$ cat src/rtl/eth_gmii_monitor.sv
// Transmit-side GMII/MII frame monitor: preamble/SFD sync, CRC-32 check, header capture, frame counters.
// Define ETH_MON_PAYLOAD_CHECK_EN to compile in the incrementing payload pattern checker.
//
// state    | meaning
// IDLE     | waiting for tx_en; first value must be preamble
// PREAMBLE | consuming 0x55 until the SFD
// DATA     | bytes after SFD: CRC, length, header capture
// DRAIN    | bad start of frame; wait for tx_en low
module eth_gmii_monitor #(
    parameter int MAX_FRAME = 1518
) (
    input  logic        tx_clk,
    input  logic        reset,
    input  logic        mii_mode,
    input  logic [7:0]  txd,
    input  logic        tx_en,
    input  logic        tx_er,
    input  logic [7:0]  cntstart,
    input  logic [7:0]  cntstep,
    output logic        frame_done,
    output logic [15:0] frame_len,
    output logic [47:0] dst,
    output logic [47:0] src,
    output logic [15:0] frmtype,
    output logic        crc_ok,
    output logic [4:0]  err_flags,
    output logic [31:0] good_cnt,
    output logic [31:0] bad_cnt
);
    typedef enum logic [1:0] {IDLE, PREAMBLE, DATA, DRAIN} state_t;

    localparam logic [31:0] CRC_INIT    = 32'hFFFF_FFFF;
    localparam logic [31:0] CRC_RESIDUE = 32'hC704_DD7B;
    localparam int unsigned MAX_LEN     = MAX_FRAME;

    function automatic logic [31:0] crc_byte(input logic [31:0] c, input logic [7:0] b);
        logic [31:0] r;
        r = c ^ {24'h0, b};
        for (int i = 0; i < 8; i++)
            r = r[0] ? ((r >> 1) ^ 32'hEDB8_8320) : (r >> 1);
        return r;
    endfunction

    // The shift-right register holds the residue bit-reversed.
    function automatic logic [31:0] rev32(input logic [31:0] v);
        logic [31:0] r;
        for (int i = 0; i < 32; i++) r[i] = v[31-i];
        return r;
    endfunction

    state_t      state_q, state_d;
    logic        nib_ph_q, nib_ph_d;
    logic [3:0]  nib_lo_q, nib_lo_d;
    logic [31:0] crc_q, crc_d;
    logic [15:0] len_q, len_d;
    logic [47:0] dst_w_q, dst_w_d, src_w_q, src_w_d;
    logic [15:0] type_w_q, type_w_d;
    logic        phy_w_q, phy_w_d;
    logic        frame_done_q, frame_done_d;
    logic [15:0] frame_len_q, frame_len_d;
    logic [47:0] dst_q, dst_d, src_q, src_d;
    logic [15:0] frmtype_q, frmtype_d;
    logic        crc_ok_q, crc_ok_d;
    logic [4:0]  err_q, err_d;
    logic [31:0] good_q, good_d, bad_q, bad_d;

    logic        byte_vld;
    logic [7:0]  byte_val;
    logic        frame_end;
    logic        end_crc_ok;
    logic [4:0]  end_err;
    logic        pay_err;

`ifdef ETH_MON_PAYLOAD_CHECK_EN
    logic [3:0]  pe_q, pe_d;
    logic        pay_w_q, pay_w_d;
    logic [7:0]  exp_q, exp_d;
    logic [15:0] pay_start;
    logic        pay_mis;

    // Per-byte mismatches are delayed 4 bytes so the FCS never counts as payload.
    always_comb begin
        pay_start = (type_w_q == 16'h8100) ? 16'd18 : 16'd14;
        pay_mis   = 1'b0;
        pe_d      = pe_q;
        pay_w_d   = pay_w_q;
        exp_d     = exp_q;
        if (state_q != DATA) begin
            pe_d    = '0;
            pay_w_d = 1'b0;
        end else if (byte_vld) begin
            if (len_q >= pay_start) begin
                pay_mis = byte_val != ((len_q == pay_start) ? cntstart : exp_q);
                exp_d   = byte_val + cntstep;
            end
            pe_d    = {pe_q[2:0], pay_mis};
            pay_w_d = pay_w_q | pe_q[3];
        end
    end

    always_ff @(posedge tx_clk) begin
        if (reset) begin
            pe_q    <= '0;
            pay_w_q <= 1'b0;
            exp_q   <= '0;
        end else begin
            pe_q    <= pe_d;
            pay_w_q <= pay_w_d;
            exp_q   <= exp_d;
        end
    end

    assign pay_err = pay_w_q;
`else
    logic unused_cfg;
    assign unused_cfg = ^{cntstart, cntstep};
    assign pay_err    = 1'b0;
`endif

    always_comb begin
        byte_vld   = tx_en && (state_q == DATA) && (!mii_mode || nib_ph_q);
        byte_val   = mii_mode ? {txd[3:0], nib_lo_q} : txd;
        frame_end  = !tx_en && (state_q != IDLE);
        end_crc_ok = (state_q == DATA) && (rev32(crc_q) == CRC_RESIDUE);
        end_err    = {pay_err,
                      mii_mode && nib_ph_q && (state_q == DATA),
                      32'(len_q) > MAX_LEN,
                      len_q < 16'd64,
                      phy_w_q};

        state_d      = state_q;
        nib_ph_d     = nib_ph_q;
        nib_lo_d     = nib_lo_q;
        crc_d        = crc_q;
        len_d        = len_q;
        dst_w_d      = dst_w_q;
        src_w_d      = src_w_q;
        type_w_d     = type_w_q;
        phy_w_d      = phy_w_q;
        frame_done_d = 1'b0;
        frame_len_d  = frame_len_q;
        dst_d        = dst_q;
        src_d        = src_q;
        frmtype_d    = frmtype_q;
        crc_ok_d     = crc_ok_q;
        err_d        = err_q;
        good_d       = good_q;
        bad_d        = bad_q;

        case (state_q)
            IDLE: begin
                nib_ph_d = 1'b0;
                crc_d    = CRC_INIT;
                len_d    = '0;
                dst_w_d  = '0;
                src_w_d  = '0;
                type_w_d = '0;
                phy_w_d  = 1'b0;
                if (tx_en) begin
                    phy_w_d = tx_er;
                    if (mii_mode ? (txd[3:0] == 4'h5) : (txd == 8'h55)) begin
                        state_d = PREAMBLE;
                    end else begin
                        state_d = DRAIN;
                        phy_w_d = 1'b1;
                    end
                end
            end
            PREAMBLE: if (tx_en) begin
                phy_w_d = phy_w_q | tx_er;
                if (mii_mode ? (txd[3:0] == 4'hD) : (txd == 8'hD5))
                    state_d = DATA;
                else if (!(mii_mode ? (txd[3:0] == 4'h5) : (txd == 8'h55)))
                    state_d = DRAIN;
            end
            DATA: if (tx_en) begin
                phy_w_d = phy_w_q | tx_er;
                if (mii_mode) begin
                    nib_ph_d = !nib_ph_q;
                    if (!nib_ph_q) nib_lo_d = txd[3:0];
                end
                if (byte_vld) begin
                    crc_d = crc_byte(crc_q, byte_val);
                    len_d = (len_q == 16'hFFFF) ? len_q : len_q + 16'd1;
                    if (len_q < 16'd6)       dst_w_d  = {dst_w_q[39:0], byte_val};
                    else if (len_q < 16'd12) src_w_d  = {src_w_q[39:0], byte_val};
                    else if (len_q < 16'd14) type_w_d = {type_w_q[7:0], byte_val};
                end
            end
            DRAIN: if (tx_en) phy_w_d = phy_w_q | tx_er;
            default: state_d = IDLE;
        endcase

        if (frame_end) begin
            state_d      = IDLE;
            frame_done_d = 1'b1;
            frame_len_d  = len_q;
            dst_d        = dst_w_q;
            src_d        = src_w_q;
            frmtype_d    = type_w_q;
            crc_ok_d     = end_crc_ok;
            err_d        = end_err;
            if (end_crc_ok && (end_err == 5'd0)) good_d = good_q + 32'd1;
            else                                 bad_d  = bad_q + 32'd1;
        end
    end

    always_ff @(posedge tx_clk) begin
        if (reset) begin
            state_q      <= IDLE;
            nib_ph_q     <= 1'b0;
            nib_lo_q     <= '0;
            crc_q        <= CRC_INIT;
            len_q        <= '0;
            dst_w_q      <= '0;
            src_w_q      <= '0;
            type_w_q     <= '0;
            phy_w_q      <= 1'b0;
            frame_done_q <= 1'b0;
            frame_len_q  <= '0;
            dst_q        <= '0;
            src_q        <= '0;
            frmtype_q    <= '0;
            crc_ok_q     <= 1'b0;
            err_q        <= '0;
            good_q       <= '0;
            bad_q        <= '0;
        end else begin
            state_q      <= state_d;
            nib_ph_q     <= nib_ph_d;
            nib_lo_q     <= nib_lo_d;
            crc_q        <= crc_d;
            len_q        <= len_d;
            dst_w_q      <= dst_w_d;
            src_w_q      <= src_w_d;
            type_w_q     <= type_w_d;
            phy_w_q      <= phy_w_d;
            frame_done_q <= frame_done_d;
            frame_len_q  <= frame_len_d;
            dst_q        <= dst_d;
            src_q        <= src_d;
            frmtype_q    <= frmtype_d;
            crc_ok_q     <= crc_ok_d;
            err_q        <= err_d;
            good_q       <= good_d;
            bad_q        <= bad_d;
        end
    end

    assign frame_done = frame_done_q;
    assign frame_len  = frame_len_q;
    assign dst        = dst_q;
    assign src        = src_q;
    assign frmtype    = frmtype_q;
    assign crc_ok     = crc_ok_q;
    assign err_flags  = err_q;
    assign good_cnt   = good_q;
    assign bad_cnt    = bad_q;
endmodule

$ cat config.mk
export PLATFORM = sky130hd
export DESIGN_NAME = eth_gmii_monitor
export DESIGN_NICKNAME = d
export VERILOG_FILES = /design/src/rtl/eth_gmii_monitor.sv
export SDC_FILE = /design/constraint.sdc
export NUM_CORES = 1
export LEC_CHECK = 0
export ABC_CLOCK_PERIOD_IN_PS = 3100
export BUFFER_PORTS_ARGS = -buffer_cell sky130_fd_sc_hd__buf_2
export CORE_AREA = 8 8 227 229
export CTS_CLUSTER_SIZE = 40
export DETAILED_ROUTE_END_ITERATION = 8
export DIE_AREA = 0 0 235 237
export HOLD_SLACK_MARGIN = 0.06
export PLACE_DENSITY = 0.52
export SLEW_MARGIN = 20
export SYNTH_ARGS = -nofsm -noshare
export SYNTH_HDL_FRONTEND = slang
export SYNTH_SLANG_ARGS = --single-unit
$ cat constraint.sdc
create_clock -name tx_clk -period 3.1 [get_ports tx_clk]
set_input_delay 0.62 -clock tx_clk [delete_from_list [all_inputs] [get_ports tx_clk]]
set_output_delay 0.62 -clock tx_clk [all_outputs]
set_load 0.1 [all_outputs]
# Word level (Yosys, flattened, before mapping)

Cells that the tools add are included.

Bits in registers: 366
Bits in latches: 0
Bits in writable memories: 0
Memory bits (read-only): 0
Output and inout port bits: 199
Logic and storage cells: 135
Memories: 0

Add/subtract/negate cells: 3
$mul: 0
Div/mod/pow operators: 0
$lt $le $gt $ge: 5
Equal/unequal tests: 22
Shifts and indexed selects: 0
Mux-type cells: 47
Bitwise logic cells: 12
Reductions and logical operators: 28

Operators with widths:

| operator              | count |
|---|---|
| $mux 48               | 7 |
| $mux 32               | 10 |
| $pmux 48 s2           | 2 |
| $mux 16               | 8 |
| $not 13->14           | 8 |
| $add 32x1->32 const B | 2 |
| $pmux 16 s2           | 2 |
| $pmux 32 s2           | 1 |
| $eq 32x32->1 const B  | 1 |
| $lt 16x4->1 const B   | 2 |
| $xor 32x8->32         | 1 |
| $add 16x1->16 const B | 1 |
| $eq 16x16->1 const B  | 1 |
| $gt 16x11->1 const B  | 1 |
| $lt 16x3->1 const B   | 1 |
| $lt 16x7->1 const B   | 1 |
| $ne 2x2->1 const B    | 8 |
| $reduce_and 4->1      | 4 |
| $mux 2                | 5 |
| $eq 8x7->1 const B    | 1 |
| $eq 8x8->1 const B    | 1 |
| $mux 1                | 8 |
| $mux 8                | 1 |
| $ne 2x1->1 const B    | 4 |
| other kinds (21)      | 36 |

# Longest topological paths before layout

Depth in word-level cells: 21
Depth in mapped cells: 11

# Least setup slack after synthesis

No wires, ideal clock.

Path type: reg2reg
Start: reg bad_q[19], in the netlist bad_cnt[19]
End: reg bad_q[30], in the netlist bad_cnt[30]
Library setup time: 0.070 ns
Data arrival time: 2.813 ns
Required time: 3.030 ns
Path slack: 0.216 ns
Stages on the path, launching flop included: 7
Cell sequence: dfxtp_1 and4_1 and4_1 nand3_1 or4_1 or4_1 a21oi_1

Longest elaborated chain between the ends: 1

Ends and longest elaborated chain:

| item                   | line | RTL |
|---|---|---|
| start, declared        | 65   | `logic [31:0] good_q, good_d, bad_q, bad_d;` |
| start signal, assigned | 227  | `bad_q <= '0;` |
| start signal, assigned | 246  | `bad_q <= bad_d;` |
| $add 32x1->32          | 204  | `else bad_d = bad_q + 32'd1;` |

Every way passes these cells.
A chain may end at the register's enable or synchronous reset.

# Worst setup path in the final report

Start: reg len_q[0]
End: reg bad_q[28], in the netlist bad_cnt[28]

Longest elaborated chain between the ends: 5
Elaborated cells between the ends (all ways): 6
Classes of those cells: 2 x order compare; 1 x bitwise; 3 x reduce/logical

Ends and longest elaborated chain:

| item                                        | line     | RTL |
|---|---|---|
| start, declared                             | 55       | `logic [15:0] len_q, len_d;` |
| start signal, assigned                      | 233      | `len_q <= len_d;` |
| $lt 16x7->1 or $gt 16x11->1 (tied branches) | 128, 127 |  |
| $logic_not 5->1 (*)                         | 203      | `if (end_crc_ok && (end_err == 5'd0)) good_d = good_q + 32'd1;` |
| $logic_and 1x1->1 (*)                       | 203      |  |
| $not 1->1 (no line) (*)                     | -        |  |
| $reduce_and 2->1 (no line) (*)              | -        |  |

Every way passes the cells marked *; elsewhere a longest branch is shown, timed or not.

==> impl_metrics.tcl <==
set metrics [dict create \
    hold_viol 0 \
    slew_headroom 0.297 \
    drt_wl_total_um 42400 \
    wl_met2_um 19700 \
    cts_sinks 366 \
    worstSetupPathType "reg2reg" \
    drtIter0Drc 735 \
    worst_pin_slew_ps 1050 \
    setup_ws_ps 194 \
    wl_met3_um 2120 \
    clkSlewWorstSetupHoldPaths_ps 60 \
    cts_setup_buffers 0 \
    max_cap_viol_count 0 \
    num_rows 81 \
    synth_seq_cells 366 \
    drv_slew 0 \
    core_um2 48100 \
    synth_fp_nets 1505 \
    max-vdd-ir-drop_mv 0.324 \
    rsz0062_at_grt "no" \
    top_layer_used "met5" \
    antenna_found_initial 3 \
    post_cts_resized 0 \
    tritoncts "yes" \
    powerDensity_nw_per_um2 616 \
    hold_class "in2reg" \
    grt_overflow 0 \
    wire_per_inst_um 18.3 \
    clock_latency_ps 570 \
    grt_pass1_vias 11300 \
    io_pins 228 \
    path_cells "inv_1 > ha_1 > nand4b_1 > a211o_1 > and4_1 > and3_1 > or4_1 > a21oi_1" \
    finClkSkew_ps 32.8 \
    portBuffers 210 \
    grt_pass1_wl_um 66300 \
    drt_first_pass_iters 5 \
    yosysSeqAreaShare 0.514 \
    worstPathRequired_ps 3590 \
    synth_edf_count 0 \
    cp.arrival_ps 3390 \
    critical_path.max_stage_delay_ps 580 \
    setup_viol 0 \
    cts_max_level 2 \
    vias 11700 \
    p_leak_uw 0.00679 \
    die-area_um2 55700 \
    die_h_um 237 \
    hpwl_um 29000 \
    gp_congestion 0.847 \
    cp_slowest_cell "or4_1" \
    fin_setup_tns_ps 0 \
    fin_crit_sh 0.937 \
    ys_async_sr_fraction 0 \
    ant_nets 0 \
    nNetsFinal 1693 \
    yosysWarningCount 0 \
    start_kind "flop" \
    root_buffer "clkbuf_16" \
    die_w_um 235 \
    synthesis.area_um2 14200 \
    outcome "finished clean" \
    route.detailed.drc 0 \
    pre_cts_ws_ps 200 \
    start_util 0.296 \
    final_layout_size_suffix_gt1_frac 0.205 \
    grt_max_degree 134 \
    cp-end-kind "flop" \
    syn_to_final_growth_pct 22.3 \
    ys.flop_type "dfxtp_1" \
    grt_use_total 0.145 \
    cts_buffers 42 \
    cts_hold_buffers 0 \
    finalCriticalPeriod_ps 2910 \
    netlist_instances 1472 \
    met1_length_um 19300 \
    fmax_mhz 344 \
    cts_buffer_depth 3 \
    syn_area_per_cell_um2 9.68 \
    crit_path_max_fanout 26 \
    vias_per_cell 5.05 \
    power_uw 10700 \
    synth.distinct_cells 62 \
]
## report_power, final
part	switching, uW	internal (uW)	total, uW
Clock	2010	2870	4890
Combinational	647	386	1030
Sequential	51.9	4750	4810
Total	2710	8010	10700
## cells by family (layout without fill, tap and decap cells)
logic type | after synthesis | in the layout | share of synthesized area
buffers and inverters | 130 | 348 | 0.0378
xor gates and xnor gates | 92 | 92 | 0.0611
adders and majority gates | 4 | 4 | 0.00351
DFF | 366 | 366 | 0.514
muxes | 18 | 18 | 0.0130
and+or+nand+nor | 449 | 449 | 0.167
AOI/OAI and AO/OA | 412 | 412 | 0.203
other | 1 | 2 | 0.000263
## worst paths after layout
check | startpoint | to | slack [ps] | cells after the start
hold reg to reg | err_flags[3]$_SDFFE_PP0P_ | err_flags[3]$_SDFFE_PP0P_ | 450 | 2
setup reg to reg | len_q[0]$_SDFFE_PP0P_ | bad_cnt[28]$_SDFFE_PP0P_ | 190 | 8
setup / recovery | len_q[0]$_SDFFE_PP0P_ | bad_cnt[28]$_SDFFE_PP0P_ | 190 | 8
hold / removal | txd[0] | nib_lo_q[0]$_SDFFE_PP0P_ | 380 | 3
## cells in the final DEF (no fill, tap or decap), drive strengths merged, types with 15 or more instances in the layout
| cell | n |
|---|---|
| dfxtp | 366 |
| buf | 253 |
| a22o | 179 |
| a21oi | 142 |
| nand2 | 110 |
| nor2 | 91 |
| nand3 | 70 |
| clkbuf | 60 |
| xnor2 | 56 |
| xor2 | 34 |
| or3 | 31 |
| o21ai | 31 |
| nand4 | 25 |
| or4 | 25 |
| o31ai | 23 |
| inv | 22 |
| mux2i | 17 |
| nand2b | 15 |
| and3 | 15 |
## final cells by class
cell class / instances / area, um2
fillers: 4834 / 30700
flip-flops and latches: 366 / 7330
multi-input cells: 976 / 6440
repair buffers: 253 / 1430
clock buffers: 60 / 1200
well taps: 622 / 778
clock inverters: 14 / 170
inverters: 21 / 78.8
diodes: 1 / 2.50
## critical path: cells and delay by family, from the launching register on
kind	cells	cell delay, ps
AOI/OAI and AO/OA	2	600
adders and majority gates	1	210
and+or+nand+nor	4	1470
buffers and inverters	1	100
DFF	1	480
## routing by layer
layer | GRT usage | up-vias
met4 | 0.0550 | 6
li1 | - | 5745
met2 | 0.237 | 235
met3 | 0.0357 | 74
met1 | 0.184 | 5623
met5 | 0 | -
## through the flow
| stage | utilization | cells | cell area [um2] | hold slack [ps] |
|---|---|---|---|---|
| 6_report | 0.362 | 2313 | 17400 | 378 |
| 5_1_grt | 0.362 | 2312 | 17400 | 385 |
| 4_1_cts | 0.362 | 2312 | 17400 | 343 |
| 3_5_place_dp | 0.333 | 2238 | 16000 | 445 |
| 3_3_place_gp | 0.333 | 2238 | 16000 | 439 |
| 2_1_floorplan | - | 1472 | 14200 | 432 |
## synth_stat cells (3+ instances only)
cell type | n | area [um2]
nor2_1 | 91 | 342
mux2i_1 | 16 | 160
a211o_1 | 3 | 26.3
or4_1 | 23 | 173
or3_1 | 31 | 194
o31ai_1 | 23 | 173
buf_2 | 10 | 50.1
inv_1 | 21 | 78.8
nor4b_1 | 7 | 61.3
a21oi_1 | 142 | 711
o22ai_1 | 13 | 81.3
dfxtp_1 | 366 | 7330
xnor2_2 | 5 | 81.3
nand2_1 | 110 | 413
nand4_1 | 25 | 156
xnor2_1 | 51 | 447
nand3b_1 | 3 | 22.5
o21ai_0 | 31 | 155
nand4b_1 | 5 | 43.8
buf_6 | 4 | 45.0
a22o_1 | 179 | 1570
clkbuf_1 | 91 | 342
nor3_1 | 13 | 65.1
nor4_1 | 8 | 50.1
a311oi_1 | 5 | 43.8
nand2b_1 | 15 | 93.8
and4_1 | 9 | 78.8
ha_1 | 4 | 50.1
nand3_1 | 70 | 350
a21o_1 | 5 | 37.5
and2_1 | 8 | 50.1
xor2_1 | 34 | 298
and3_1 | 14 | 87.6
## state kept, by name, summed over array words and instances, names as in the netlist, 2 cells and up
name and cells:
src 48, bad_cnt 32, dst_w_q 48, type_w_q 16
len_q 16, dst 48, frame_len 16, err_flags 4
nib_lo_q 4, good_cnt 32, frmtype 16, src_w_q 48
state_q 2, crc_q 32
No activity file was read; power rests on OpenSTA's default activity.
